**src/rtl/riscv_ctrl_pkg.sv**
```systemverilog
// Shared encodings for the multicycle RV32I control FSM.
// States, opcodes, datapath select codes and the control bundle.
package riscv_ctrl_pkg;

    typedef enum logic [3:0] {
        S_FETCH,
        S_DECODE,
        S_MEMADR,
        S_MEMREAD,
        S_MEMWB,
        S_MEMWRITE,
        S_EXECR,
        S_EXECI,
        S_ALUWB,
        S_BRANCH,
        S_JAL,
        S_JALRADR,
        S_JALRPC,
        S_ERROR
    } state_e;

    localparam logic [6:0] OP_LOAD   = 7'b0000011;
    localparam logic [6:0] OP_STORE  = 7'b0100011;
    localparam logic [6:0] OP_R      = 7'b0110011;
    localparam logic [6:0] OP_IMM    = 7'b0010011;
    localparam logic [6:0] OP_LUI    = 7'b0110111;
    localparam logic [6:0] OP_BRANCH = 7'b1100011;
    localparam logic [6:0] OP_JAL    = 7'b1101111;
    localparam logic [6:0] OP_JALR   = 7'b1100111;

    localparam logic [2:0] ALU_ADD = 3'b000;
    localparam logic [2:0] ALU_SUB = 3'b001;
    localparam logic [2:0] ALU_AND = 3'b010;
    localparam logic [2:0] ALU_OR  = 3'b011;
    localparam logic [2:0] ALU_XOR = 3'b100;

    localparam logic [2:0] F3_ADD = 3'b000;
    localparam logic [2:0] F3_SLT = 3'b010;
    localparam logic [2:0] F3_XOR = 3'b100;
    localparam logic [2:0] F3_OR  = 3'b110;
    localparam logic [2:0] F3_AND = 3'b111;

    localparam logic [2:0] F3_BEQ = 3'b000;
    localparam logic [2:0] F3_BNE = 3'b001;
    localparam logic [2:0] F3_BLT = 3'b100;
    localparam logic [2:0] F3_BGE = 3'b101;

    localparam logic [1:0] RES_ALUOUT = 2'b00;
    localparam logic [1:0] RES_DATA   = 2'b01;
    localparam logic [1:0] RES_ALURES = 2'b10;
    localparam logic [1:0] RES_SLT    = 2'b11;

    localparam logic [1:0] SRCA_PC    = 2'b00;
    localparam logic [1:0] SRCA_OLDPC = 2'b01;
    localparam logic [1:0] SRCA_RD1   = 2'b10;
    localparam logic [1:0] SRCA_ZERO  = 2'b11;

    localparam logic [1:0] SRCB_RD2  = 2'b00;
    localparam logic [1:0] SRCB_IMM  = 2'b01;
    localparam logic [1:0] SRCB_FOUR = 2'b10;

    localparam logic [2:0] IMM_I = 3'b000;
    localparam logic [2:0] IMM_S = 3'b001;
    localparam logic [2:0] IMM_B = 3'b010;
    localparam logic [2:0] IMM_J = 3'b011;
    localparam logic [2:0] IMM_U = 3'b100;

    typedef struct packed {
        logic       pc_write;
        logic       adr_src;
        logic       mem_write;
        logic       ir_write;
        logic       reg_write;
        logic [1:0] result_src;
        logic [1:0] alu_src_a;
        logic [1:0] alu_src_b;
        logic [2:0] imm_src;
        logic [2:0] alu_op;
        logic       illegal;
    } ctrl_t;

    // Signed compares use only the sign of rs1-rs2 (overflow ignored).
    function automatic logic branch_taken(
        input logic [2:0] f3,
        input logic       zero,
        input logic       sign
    );
        logic t;
        t = 1'b0;
        case (f3)
            F3_BEQ:  t = zero;
            F3_BNE:  t = ~zero;
            F3_BLT:  t = sign;
            F3_BGE:  t = ~sign;
            default: t = 1'b0;
        endcase
        return t;
    endfunction

endpackage

```
**src/rtl/alu_op_decoder.sv**
```systemverilog
// Funct-field decode to the 3-bit ALU operation for R/I-type and lui.
// Flags slt/slti and unsupported funct3 encodings.
module alu_op_decoder
    import riscv_ctrl_pkg::*;
(
    input  logic [6:0] opcode_i,
    input  logic [2:0] funct3_i,
    input  logic       funct7b5_i,
    output logic [2:0] alu_op_o,
    output logic       is_slt_o,
    output logic       bad_funct_o
);

    logic is_r;
    logic is_lui;

    assign is_r   = (opcode_i == OP_R);
    assign is_lui = (opcode_i == OP_LUI);

    always_comb begin
        alu_op_o    = ALU_ADD;
        is_slt_o    = 1'b0;
        bad_funct_o = 1'b0;
        if (!is_lui) begin
            unique case (funct3_i)
                F3_ADD: alu_op_o = (is_r && funct7b5_i) ? ALU_SUB : ALU_ADD;
                F3_XOR: alu_op_o = ALU_XOR;
                F3_OR:  alu_op_o = ALU_OR;
                F3_AND: alu_op_o = ALU_AND;
                F3_SLT: begin
                    alu_op_o = ALU_SUB;
                    is_slt_o = 1'b1;
                end
                default: bad_funct_o = 1'b1;
            endcase
        end
    end

endmodule

```
**src/rtl/multicycle_controller.sv**
```systemverilog
// Main control FSM of the multicycle RV32I core.
// Sequences fetch/decode/execute/memory/writeback and drives the datapath.
module multicycle_controller
    import riscv_ctrl_pkg::*;
(
    input  logic       clk,
    input  logic       rst_n,
    input  logic [6:0] Opcode,
    input  logic [2:0] Funct3,
    input  logic       Funct7b5,
    input  logic       Zero,
    input  logic       SignBit,
    output logic       PCWrite,
    output logic       AdrSrc,
    output logic       MemWrite,
    output logic       IRWrite,
    output logic       RegWrite,
    output logic [1:0] ResultSrc,
    output logic [1:0] ALUSrcA,
    output logic [1:0] ALUSrcB,
    output logic [2:0] ImmSrc,
    output logic [2:0] AluOp,
    output logic       SltBit,
    output logic       Illegal
);

    state_e     state_q;
    logic       slt_bit_q;
    logic       slt_sel_q;
    logic       store_q;
    logic [2:0] dec_alu_op;
    logic       dec_is_slt;
    logic       dec_bad;
    ctrl_t      ctrl;
    ctrl_t      ctrl_gated;

    alu_op_decoder u_alu_op_decoder (
        .opcode_i    (Opcode),
        .funct3_i    (Funct3),
        .funct7b5_i  (Funct7b5),
        .alu_op_o    (dec_alu_op),
        .is_slt_o    (dec_is_slt),
        .bad_funct_o (dec_bad)
    );

    always_ff @(posedge clk or negedge rst_n) begin
        if (!rst_n) begin
            state_q   <= S_FETCH;
            slt_bit_q <= 1'b0;
            slt_sel_q <= 1'b0;
            store_q   <= 1'b0;
        end else begin
            unique case (state_q)
                S_FETCH: state_q <= S_DECODE;
                S_DECODE: begin
                    store_q   <= (Opcode == OP_STORE);
                    slt_sel_q <= 1'b0;
                    case (Opcode)
                        OP_LOAD, OP_STORE: state_q <= S_MEMADR;
                        OP_R:              state_q <= S_EXECR;
                        OP_IMM, OP_LUI:    state_q <= S_EXECI;
                        OP_BRANCH:         state_q <= S_BRANCH;
                        OP_JAL:            state_q <= S_JAL;
                        OP_JALR:           state_q <= S_JALRADR;
                        default:           state_q <= S_ERROR;
                    endcase
                end
                S_MEMADR:   state_q <= store_q ? S_MEMWRITE : S_MEMREAD;
                S_MEMREAD:  state_q <= S_MEMWB;
                S_MEMWB:    state_q <= S_FETCH;
                S_MEMWRITE: state_q <= S_FETCH;
                S_EXECR, S_EXECI: begin
                    if (dec_bad) begin
                        state_q <= S_ERROR;
                    end else begin
                        state_q   <= S_ALUWB;
                        slt_sel_q <= dec_is_slt;
                        if (dec_is_slt) slt_bit_q <= SignBit;
                    end
                end
                S_ALUWB:   state_q <= S_FETCH;
                S_BRANCH:  state_q <= S_FETCH;
                S_JAL:     state_q <= S_ALUWB;
                S_JALRADR: state_q <= S_JALRPC;
                S_JALRPC:  state_q <= S_ALUWB;
                S_ERROR:   state_q <= S_ERROR;
                default:   state_q <= S_ERROR;
            endcase
        end
    end

    always_comb begin
        ctrl = '0;
        unique case (state_q)
            S_FETCH: begin
                ctrl.ir_write   = 1'b1;
                ctrl.pc_write   = 1'b1;
                ctrl.alu_src_a  = SRCA_PC;
                ctrl.alu_src_b  = SRCB_FOUR;
                ctrl.result_src = RES_ALURES;
            end
            S_DECODE: begin
                ctrl.alu_src_a = SRCA_OLDPC;
                ctrl.alu_src_b = SRCB_IMM;
                ctrl.imm_src   = (Opcode == OP_JAL) ? IMM_J : IMM_B;
            end
            S_MEMADR: begin
                ctrl.alu_src_a = SRCA_RD1;
                ctrl.alu_src_b = SRCB_IMM;
                ctrl.imm_src   = store_q ? IMM_S : IMM_I;
            end
            S_MEMREAD: ctrl.adr_src = 1'b1;
            S_MEMWB: begin
                ctrl.result_src = RES_DATA;
                ctrl.reg_write  = 1'b1;
            end
            S_MEMWRITE: begin
                ctrl.adr_src   = 1'b1;
                ctrl.mem_write = 1'b1;
            end
            S_EXECR: begin
                ctrl.alu_src_a = SRCA_RD1;
                ctrl.alu_src_b = SRCB_RD2;
                ctrl.alu_op    = dec_alu_op;
            end
            S_EXECI: begin
                ctrl.alu_src_a = (Opcode == OP_LUI) ? SRCA_ZERO : SRCA_RD1;
                ctrl.alu_src_b = SRCB_IMM;
                ctrl.imm_src   = (Opcode == OP_LUI) ? IMM_U : IMM_I;
                ctrl.alu_op    = dec_alu_op;
            end
            S_ALUWB: begin
                ctrl.reg_write  = 1'b1;
                ctrl.result_src = slt_sel_q ? RES_SLT : RES_ALUOUT;
            end
            S_BRANCH: begin
                ctrl.alu_src_a = SRCA_RD1;
                ctrl.alu_src_b = SRCB_RD2;
                ctrl.alu_op    = ALU_SUB;
                ctrl.pc_write  = branch_taken(Funct3, Zero, SignBit);
            end
            S_JAL, S_JALRPC: begin
                ctrl.pc_write  = 1'b1;
                ctrl.alu_src_a = SRCA_OLDPC;
                ctrl.alu_src_b = SRCB_FOUR;
            end
            S_JALRADR: begin
                ctrl.alu_src_a = SRCA_RD1;
                ctrl.alu_src_b = SRCB_IMM;
                ctrl.imm_src   = IMM_I;
            end
            S_ERROR: ctrl.illegal = 1'b1;
            default: ctrl = '0;
        endcase
    end

    // Gate with reset so nothing is written while rst_n is low.
    assign ctrl_gated = rst_n ? ctrl : '0;

    assign PCWrite   = ctrl_gated.pc_write;
    assign AdrSrc    = ctrl_gated.adr_src;
    assign MemWrite  = ctrl_gated.mem_write;
    assign IRWrite   = ctrl_gated.ir_write;
    assign RegWrite  = ctrl_gated.reg_write;
    assign ResultSrc = ctrl_gated.result_src;
    assign ALUSrcA   = ctrl_gated.alu_src_a;
    assign ALUSrcB   = ctrl_gated.alu_src_b;
    assign ImmSrc    = ctrl_gated.imm_src;
    assign AluOp     = ctrl_gated.alu_op;
    assign Illegal   = ctrl_gated.illegal;
    assign SltBit    = slt_bit_q;

endmodule

```
**config.mk**
```make
export PLATFORM = sky130hd
export DESIGN_NAME = multicycle_controller
export DESIGN_NICKNAME = d
export VERILOG_FILES = /design/src/rtl/riscv_ctrl_pkg.sv /design/src/rtl/alu_op_decoder.sv /design/src/rtl/multicycle_controller.sv
export SDC_FILE = /design/constraint.sdc
export NUM_CORES = 1
export LEC_CHECK = 0
export CAP_MARGIN = 10
export CORE_MARGIN = 1.5
export CORE_UTILIZATION = 38
export DETAILED_ROUTE_END_ITERATION = 10
export PLACE_DENSITY = 0.75
export SYNTH_ARGS = -nofsm -noshare
export SYNTH_HDL_FRONTEND = slang
export SYNTH_SLANG_ARGS = --single-unit
```
**constraint.sdc**
```tcl
create_clock -name clk -period 1.6 [get_ports clk]
set_input_delay 0.32 -clock clk [delete_from_list [all_inputs] [get_ports clk]]
set_output_delay 0.32 -clock clk [all_outputs]
set_load 0.01 [all_outputs]
```
==> flow_results.xml, run 1 <==
<?xml version="1.0" encoding="UTF-8"?>
<metrics>
  <group name="pwr">
    <metric name="peak_supply_drop" unit="uV">357.4</metric>
    <metric name="p_per_area" unit="nW/um2">299.2</metric>
    <metric name="power_leakage" unit="uW">0.0008588</metric>
  </group>
  <group name="min_path">
    <metric name="hp-class" unit="">input port to asynchronous set/reset pin</metric>
  </group>
  <group name="finish">
    <metric name="multi_input_area" unit="um2">864.6</metric>
    <metric name="insertedDiodeCount" unit="">0</metric>
    <metric name="layout.nets" unit="">224</metric>
    <metric name="sequential_area" unit="um2">175.2</metric>
    <metric name="layout-drive-gt1-share" unit="%">62.50</metric>
    <metric name="area_growth" unit="%">124.9</metric>
    <metric name="layout_fillers" unit="">72</metric>
    <metric name="fin_area" unit="um2">1852</metric>
  </group>
  <group name="drt">
    <metric name="drt-wirelength-per-cell" unit="um">22.84</metric>
    <metric name="via_count" unit="">1499</metric>
    <metric name="remaining_drc_errors" unit="">0</metric>
    <metric name="routed_wirelength" unit="mm">5.367</metric>
    <metric name="detail_routed_via_count_per_cell" unit="">6.379</metric>
    <metric name="route.antenna.remaining_nets" unit="">0</metric>
    <metric name="drt_iter0_markers" unit="">76</metric>
    <metric name="drt_pass1_iterations" unit="">4</metric>
  </group>
  <group name="timing">
    <metric name="setup_viol" unit="">24</metric>
    <metric name="final_cycle_share" unit="%">124.0</metric>
    <metric name="layout_min_cycle_time" unit="ns">1.984</metric>
    <metric name="drv_slew" unit="">0</metric>
    <metric name="worstMarginPinSlew" unit="ns">0.3365</metric>
    <metric name="final.setup.worst_slack" unit="ns">-0.3836</metric>
    <metric name="finalHoldViolCount" unit="">0</metric>
    <metric name="grt_setup_unrepaired" unit="">true</metric>
    <metric name="timing.max_slew.rel_slack" unit="%">77.39</metric>
    <metric name="clock-skew-final" unit="ns">0.01988</metric>
    <metric name="fmax" unit="GHz">0.5041</metric>
  </group>
  <group name="synth">
    <metric name="synth_top_cells_by_area" unit="">dfrtp_1 (21%), nand2_1 (9.1%), nor2_1 (6.4%), a21oi_1 (4.3%), a31oi_1 (3.8%)</metric>
    <metric name="ys_warn_count" unit="">0</metric>
    <metric name="post_synth_instance_area" unit="um2">823.3</metric>
    <metric name="synth_commonest_cells" unit="">nand2_1 (20), nor2_1 (14), a21oi_1 (7), dfrtp_1 (7), o21ai_0 (6)</metric>
    <metric name="post_synth.cell_area_avg" unit="um2">6.918</metric>
    <metric name="synth_top_area_share" unit="%">21.28</metric>
    <metric name="yosysTopAreaCell" unit="">dfrtp_1</metric>
    <metric name="cells_after_synth" unit="">119</metric>
    <metric name="synth_seq_area_share" unit="%">21.28</metric>
    <metric name="ys.flop_type" unit="">dfrtp_1</metric>
    <metric name="synth.ff_latch_count" unit="">7</metric>
    <metric name="synth.most_common_cell" unit="">nand2_1</metric>
    <metric name="postSynth.asyncResetShare" unit="%">100.0</metric>
    <metric name="synth-edff-count" unit="">0</metric>
    <metric name="synth_nets" unit="">134</metric>
    <metric name="synthDistinctLibCells" unit="">42</metric>
  </group>
  <group name="critical_path">
    <metric name="timing.critical_path.slowest_stage_cell" unit="">dfrtp_1</metric>
    <metric name="timing.rr.start" unit="">state_q[1]</metric>
    <metric name="cp_slowest_stage_delay" unit="ns">0.44</metric>
    <metric name="timing_worst_setup_path_type" unit="">register to output port</metric>
    <metric name="cp_data_required_time" unit="ns">1.28</metric>
    <metric name="rrSetupSlack" unit="ns">-0.29</metric>
    <metric name="arrival" unit="ns">1.66</metric>
    <metric name="critical_path_capture_point_type" unit="">output port</metric>
    <metric name="timing.critical_path.from" unit="">state_q[1]</metric>
    <metric name="r2r_cells" unit="">5</metric>
    <metric name="top_fanout_value_on_the_critical_path" unit="">3</metric>
    <metric name="rr_endpoint" unit="">state_q[2]</metric>
    <metric name="critPathTopFamily" unit="">compound AO/OA/AOI/OAI gates</metric>
    <metric name="timing.critical_path.from_type" unit="">register</metric>
    <metric name="timing.critical_path.buf_inv" unit="">1</metric>
    <metric name="critical_path.cell_chain" unit="">nand3b_1, a41oi_2, nand2_2, o32ai_4, buf_2</metric>
  </group>
  <group name="grt">
    <metric name="grt_antenna_before_repair" unit="">0</metric>
    <metric name="global_route.usage.total" unit="%">36.20</metric>
    <metric name="gr-usage-met1" unit="%">40.49</metric>
    <metric name="top_usage_layer" unit="">met2</metric>
    <metric name="grt.met2_usage" unit="%">66.67</metric>
    <metric name="grt_first_pass_wirelength" unit="mm">6.720</metric>
    <metric name="grt_max_degree" unit="">17</metric>
    <metric name="globalRouteMet3Util" unit="%">3.030</metric>
    <metric name="grt_overflow_total" unit="">0</metric>
    <metric name="via_count_of_the_first_global_routing_pass" unit="">1402</metric>
  </group>
  <group name="clock_network">
    <metric name="path_clk_slew" unit="ns">0.08</metric>
    <metric name="numClockSinks" unit="">7</metric>
    <metric name="clockBufferDepth" unit="">2</metric>
    <metric name="cts_stage_hold_buffer_count" unit="">0</metric>
    <metric name="worstSkewPairLatency" unit="ns">0.28</metric>
    <metric name="clock_tree.root_cell" unit="">clkbuf_4</metric>
    <metric name="cts_made_buffers" unit="">3</metric>
    <metric name="ctsHtreeMaxLevel" unit="">1</metric>
    <metric name="cts_tree" unit="">yes</metric>
  </group>
  <group name="run">
    <metric name="maxCapViolCount" unit="">0</metric>
  </group>
  <group name="run_status">
    <metric name="run_status" unit="">finished, violations left</metric>
    <metric name="violations_in_the_final_reports" unit="">negative setup slack</metric>
  </group>
  <group name="die">
    <metric name="pin_count" unit="">34</metric>
    <metric name="num_rows" unit="">16</metric>
    <metric name="dieWidth" unit="um">49.55</metric>
    <metric name="core_footprint" unit="um2">2002</metric>
    <metric name="initial_core_util" unit="%">41.13</metric>
    <metric name="floorplan.die_area" unit="um2">2455</metric>
    <metric name="die_h" unit="um">49.55</metric>
  </group>
  <group name="place">
    <metric name="pre_cts_slack" unit="ns">-1.017</metric>
    <metric name="port_buffers" unit="">33</metric>
    <metric name="dpl_cell_area" unit="um2">1533</metric>
    <metric name="detailed_place_hpwl" unit="mm">2.585</metric>
    <metric name="place_congestion" unit="">0.9060</metric>
  </group>
</metrics>
layer usage:
| layer | part of all wire, % | vias up | wire, um |
|---|---|---|---|
| met5 | 0 | - | 0 |
| met4 | 8.0 | 0 | 429 |
| met3 | 8.7 | 50 | 466 |
| met2 | 48 | 128 | 2558 |
| met1 | 36 | 706 | 1912 |
| li1 | - | 615 | - |
cell usage in the layout, fill, tap and decap left out, types with 4 or more instances in the layout:
cell / n
a21oi_2: 4
a31oi_1: 4
buf_2: 19
buf_4: 47
buf_6: 14
clkdlybuf4s50_1: 4
dfrtp_1: 7
dlygate4sd2_1: 5
nand2_1: 13
nand2_2: 5
nor2_1: 7
nor2_2: 6
nor2b_1: 4
where the power goes:
group	switching, uW	total, uW	internal, uW
clock network	93.1	190	96.5
registers	4.78	184	180
logic	90.8	180	89.3
timing repair:
item | 4_1_cts | 5_1_grt
pin swaps | 25 | 6
setup endpoints to repair | 24 | 24
gates resized for setup | 133 | 39
setup buffers | 11 | 6
kinds of logic after synthesis:
kind of cell	Yosys count	synth area share, %
AO/OA/AOI/OAI	30	23.56
XOR/XNOR	3	3.192
buffers and inverters	10	6.231
flip-flops	7	21.28
multiplexers	2	2.584
AND/OR/NAND/NOR	67	43.16
through the flow:
step	total power, uW	TNS (ns)	cells	hold slack, ns	util (%)
3_5_place_dp	325.6	-15.46	217	0.5302	76.56
2_1_floorplan	220.8	-0.05045	119	0.02441	-
3_3_place_gp	321.1	-14.06	217	0.4766	76.56
4_1_cts	502.1	-3.774	232	0.1191	86.19
6_report	554.1	-5.821	235	0.09358	92.50
5_1_grt	570.0	-6.544	235	0.09654	92.50
worst register-to-register path, stage by stage (launching register included):
cell and delay, ns:
dfrtp_1 0.44, buf_4 0.16, buf_4 0.13, or4b_4 0.53, or4_4 0.43, nand4_1 0.13
sequential cells by signal, summed over array words and instances (netlist names):
signal and cells:
SltBit 1, slt_sel_q 1, store_q 1, state_q 4
final cells by class:
| cell class | instances | area share (%) |
|---|---|---|
| flip-flops and latches | 7 | 9.459 |
| multi-input cells | 102 | 46.69 |
| clock buffers | 4 | 1.419 |
| well taps | 27 | 1.824 |
| repair buffers | 92 | 39.73 |
| inverters | 3 | 0.8784 |
how the worst max path moves through the flow:
stage	to	depth (start not counted)
final	AluOp[0]	5
after global routing	AluOp[0]	5
after CTS	AluOp[0]	5
after detailed placement	ALUSrcA[0]	6
after global placement	ImmSrc[0]	6
after floorplan	AluOp[0]	5
(Power assumes the default switching activity.)
==> inputs of run 2 (changes only) <==
- CORE_MARGIN: 1.5 -> unset
- CORE_UTILIZATION: 38 -> 39
- PLACE_DENSITY: 0.75 -> 0.76
- SYNTH_HIERARCHICAL: unset -> 1
==> flow_results.xml, run 2 <==
<?xml version="1.0" encoding="UTF-8"?>
<metrics>
  <group name="run_status">
    <metric name="run_status" unit="">finished, violations left</metric>
    <metric name="violations_in_the_final_reports" unit="">negative setup slack</metric>
  </group>
  <group name="critical_path">
    <metric name="critical_path_endpoint" unit="">ImmSrc[0]</metric>
    <metric name="timing.rr.start" unit="">state_q[2]</metric>
    <metric name="rr_endpoint" unit="">SltBit</metric>
    <metric name="timing_worst_setup_path_type" unit="">register to output port</metric>
    <metric name="cp_data_required_time" unit="ns">1.28</metric>
    <metric name="timing.critical_path.from" unit="">state_q[2]</metric>
    <metric name="r2r_cells" unit="">7</metric>
    <metric name="critical_path_capture_point_type" unit="">output port</metric>
    <metric name="timing.critical_path.from_type" unit="">register</metric>
    <metric name="rrSetupSlack" unit="ns">-0.08</metric>
    <metric name="top_fanout_value_on_the_critical_path" unit="">3</metric>
    <metric name="arrival" unit="ns">1.72</metric>
  </group>
  <group name="timing">
    <metric name="drv_slew" unit="">0</metric>
    <metric name="fmax" unit="GHz">0.4895</metric>
    <metric name="final.setup.worst_slack" unit="ns">-0.4430</metric>
    <metric name="timing.max_slew.rel_slack" unit="%">77.28</metric>
    <metric name="final_cycle_share" unit="%">127.7</metric>
    <metric name="worstMarginPinSlew" unit="ns">0.3365</metric>
    <metric name="grt_setup_unrepaired" unit="">true</metric>
    <metric name="setup_viol" unit="">20</metric>
    <metric name="layout_min_cycle_time" unit="ns">2.043</metric>
    <metric name="holdWs" unit="ns">0.2326</metric>
    <metric name="clock-skew-final" unit="ns">0.01337</metric>
    <metric name="finalHoldViolCount" unit="">0</metric>
  </group>
  <group name="finish">
    <metric name="layout.nets" unit="">225</metric>
    <metric name="mostFrequentLayoutCell" unit="">buf_4</metric>
    <metric name="regMostFlops" unit="">state_q</metric>
    <metric name="insertedDiodeCount" unit="">0</metric>
    <metric name="area_growth" unit="%">111.9</metric>
    <metric name="layout.cells.most_common_list" unit="">buf_4 (45), buf_2 (15), buf_6 (14), nand2_1 (12), nor2_1 (9)</metric>
    <metric name="largest_register_ffs" unit="">4</metric>
    <metric name="fin_area" unit="um2">1808</metric>
    <metric name="layout-drive-gt1-share" unit="%">58.37</metric>
    <metric name="stdcell_count" unit="">236</metric>
  </group>
  <group name="synth">
    <metric name="synth_top_family_by_area" unit="">simple AND/OR/NAND/NOR gates</metric>
    <metric name="post_synth.cell_area_avg" unit="um2">7.052</metric>
    <metric name="postSynth.asyncResetShare" unit="%">100.0</metric>
    <metric name="yosys.area_share.xor_xnor" unit="%">4.106</metric>
    <metric name="yosys.area_share.simple" unit="%">45.01</metric>
    <metric name="synth_commonest_cells" unit="">nand2_1 (16), nor2_1 (16), o21ai_0 (9), nand3_1 (8), dfrtp_1 (7)</metric>
    <metric name="synthAdderAreaFrac" unit="%">0</metric>
    <metric name="synth_nets" unit="">136</metric>
    <metric name="post_synth_mux_area_share" unit="%">4.839</metric>
    <metric name="synth_top_cells_by_area" unit="">dfrtp_1 (21%), nand2_1 (7.0%), nor2_1 (7.0%), o21ai_0 (5.3%), nand3_1 (4.7%)</metric>
    <metric name="synthDistinctLibCells" unit="">44</metric>
    <metric name="ys.flop_type" unit="">dfrtp_1</metric>
    <metric name="ys_warn_count" unit="">6</metric>
    <metric name="post_synth_instance_area" unit="um2">853.3</metric>
    <metric name="synth_seq_area_share" unit="%">20.53</metric>
    <metric name="synth.ff_latch_count" unit="">7</metric>
    <metric name="synth-edff-count" unit="">0</metric>
    <metric name="yosysTopAreaCell" unit="">dfrtp_1</metric>
    <metric name="synth_compound_gate_area_share" unit="%">19.50</metric>
    <metric name="cells_after_synth" unit="">121</metric>
    <metric name="synth_top_area_share" unit="%">20.53</metric>
  </group>
  <group name="die">
    <metric name="num_rows" unit="">16</metric>
    <metric name="pin_count" unit="">34</metric>
    <metric name="dieWidth" unit="um">48.78</metric>
    <metric name="floorplan.die_area" unit="um2">2379</metric>
    <metric name="die_h" unit="um">48.78</metric>
    <metric name="core_footprint" unit="um2">2002</metric>
    <metric name="initial_core_util" unit="%">42.62</metric>
  </group>
  <group name="drt">
    <metric name="via_count" unit="">1406</metric>
    <metric name="routed_wirelength" unit="mm">4.626</metric>
    <metric name="route.antenna.remaining_nets" unit="">0</metric>
    <metric name="drt_iter0_markers" unit="">55</metric>
    <metric name="drt-wirelength-per-cell" unit="um">19.60</metric>
    <metric name="remaining_drc_errors" unit="">0</metric>
    <metric name="drt_pass1_iterations" unit="">4</metric>
    <metric name="detail_routed_via_count_per_cell" unit="">5.958</metric>
  </group>
  <group name="clock_network">
    <metric name="clock_tree.root_cell" unit="">clkbuf_4</metric>
    <metric name="path_clk_slew" unit="ns">0.07</metric>
    <metric name="cts_tree" unit="">yes</metric>
    <metric name="cts_made_buffers" unit="">3</metric>
    <metric name="numClockSinks" unit="">7</metric>
    <metric name="worstSkewPairLatency" unit="ns">0.28</metric>
    <metric name="clockBufferDepth" unit="">2</metric>
    <metric name="ctsHtreeMaxLevel" unit="">1</metric>
  </group>
  <group name="grt">
    <metric name="grt_antenna_before_repair" unit="">0</metric>
    <metric name="grt_max_degree" unit="">17</metric>
    <metric name="global_route.usage.total" unit="%">32.94</metric>
    <metric name="grt_first_pass_wirelength" unit="mm">5.954</metric>
    <metric name="via_count_of_the_first_global_routing_pass" unit="">1287</metric>
    <metric name="grt_overflow_total" unit="">0</metric>
  </group>
  <group name="place">
    <metric name="dpl_cell_area" unit="um2">1505</metric>
    <metric name="place_congestion" unit="">0.8593</metric>
    <metric name="pre_cts_slack" unit="ns">-1.017</metric>
    <metric name="place_inst" unit="">217</metric>
    <metric name="detailed_place_hpwl" unit="mm">2.345</metric>
    <metric name="port_buffers" unit="">33</metric>
  </group>
  <group name="min_path">
    <metric name="hp-class" unit="">input port to asynchronous set/reset pin</metric>
  </group>
  <group name="pwr">
    <metric name="p_per_area" unit="nW/um2">287.8</metric>
    <metric name="peak_supply_drop" unit="uV">341.4</metric>
    <metric name="power_leakage" unit="uW">0.0008699</metric>
  </group>
  <group name="run">
    <metric name="maxCapViolCount" unit="">0</metric>
  </group>
</metrics>
## run 2: cell count changes in the layout (fill, tap and decap cells not counted), moves of 3 or more
cell / change
a31oi_1: -4
buf_2: -4
clkbuf_2: +4
nand3_1: +4
clkdlybuf4s50_1: -3
inv_1: +3
nor2b_1: -3
o21ai_0: +3
## run 2: worst min path at each step
stage / start / end / slack [ns] / depth (start not counted)
floorplan: rst_n / SltBit / 0.02 / 0
detailed placement: SltBit / SltBit / 0.51 / 1
finish: rst_n / store_q / 0.23 / 2
global route: rst_n / store_q / 0.22 / 2
global placement: SltBit / SltBit / 0.49 / 1
CTS: rst_n / store_q / 0.19 / 2
## run 2: metal layers
layer	global-route usage (%)	routed length, um	vias to the layer above	part of all wire [%]
li1	-	-	621	-
met1	35.06	1713	654	37
met2	65.28	2265	95	49
met3	2.181	291	36	6.3
met4	14.22	354	0	7.7
met5	0	0	-	0
## run 2: per-stage QoR
stage	total power (uW)	util [%]	TNS (ns)
floorplan	214.8	-	-0.002123
global placement	304.3	75.19	-13.45
detailed placement	308.2	75.19	-14.25
CTS	496.7	82.75	-4.146
global route	534.3	90.31	-5.069
finish	520.3	90.31	-4.066
## run 2: what timing repair did
item	CTS	global route
hold buffers	0	0
setup endpoints to repair	23	21
gates resized for setup	107	62
setup buffers	8	8
pin swaps	12	12
## run 2: layout make-up
class / count / area [um2]
Fill cell: 94 / 193.9
Clock inverter: 1 / 5.005
Sequential cell: 7 / 175.2
Clock buffer: 3 / 22.52
Timing Repair Buffer: 90 / 718.2
Inverter: 5 / 21.27
Tap cell: 27 / 33.78
Multi-Input combinational cell: 103 / 832.0
## run 2: worst max-delay path, stage by stage (launching register included)
cell and delay (ns):
dfrtp_1 0.42, or2_4 0.26, nand2b_4 0.15, or3_1 0.34, a21boi_2 0.13, buf_2 0.15
## run 2: cells by family (layout without fill, tap and decap cells)
| kind of cell | count (synthesis) | in the layout |
|---|---|---|
| AND/OR/NAND/NOR | 69 | 69 |
| AO/OA/AOI/OAI | 26 | 26 |
| buffers and inverters | 11 | 99 |
| flip-flops | 7 | 7 |
| XOR/XNOR | 4 | 4 |
| multiplexers | 4 | 4 |
## run 2: power breakdown
group	switching (uW)	internal [uW]
sequential	0	177
combinational	78.8	80.2
clock	92.0	92.5
total	171	350
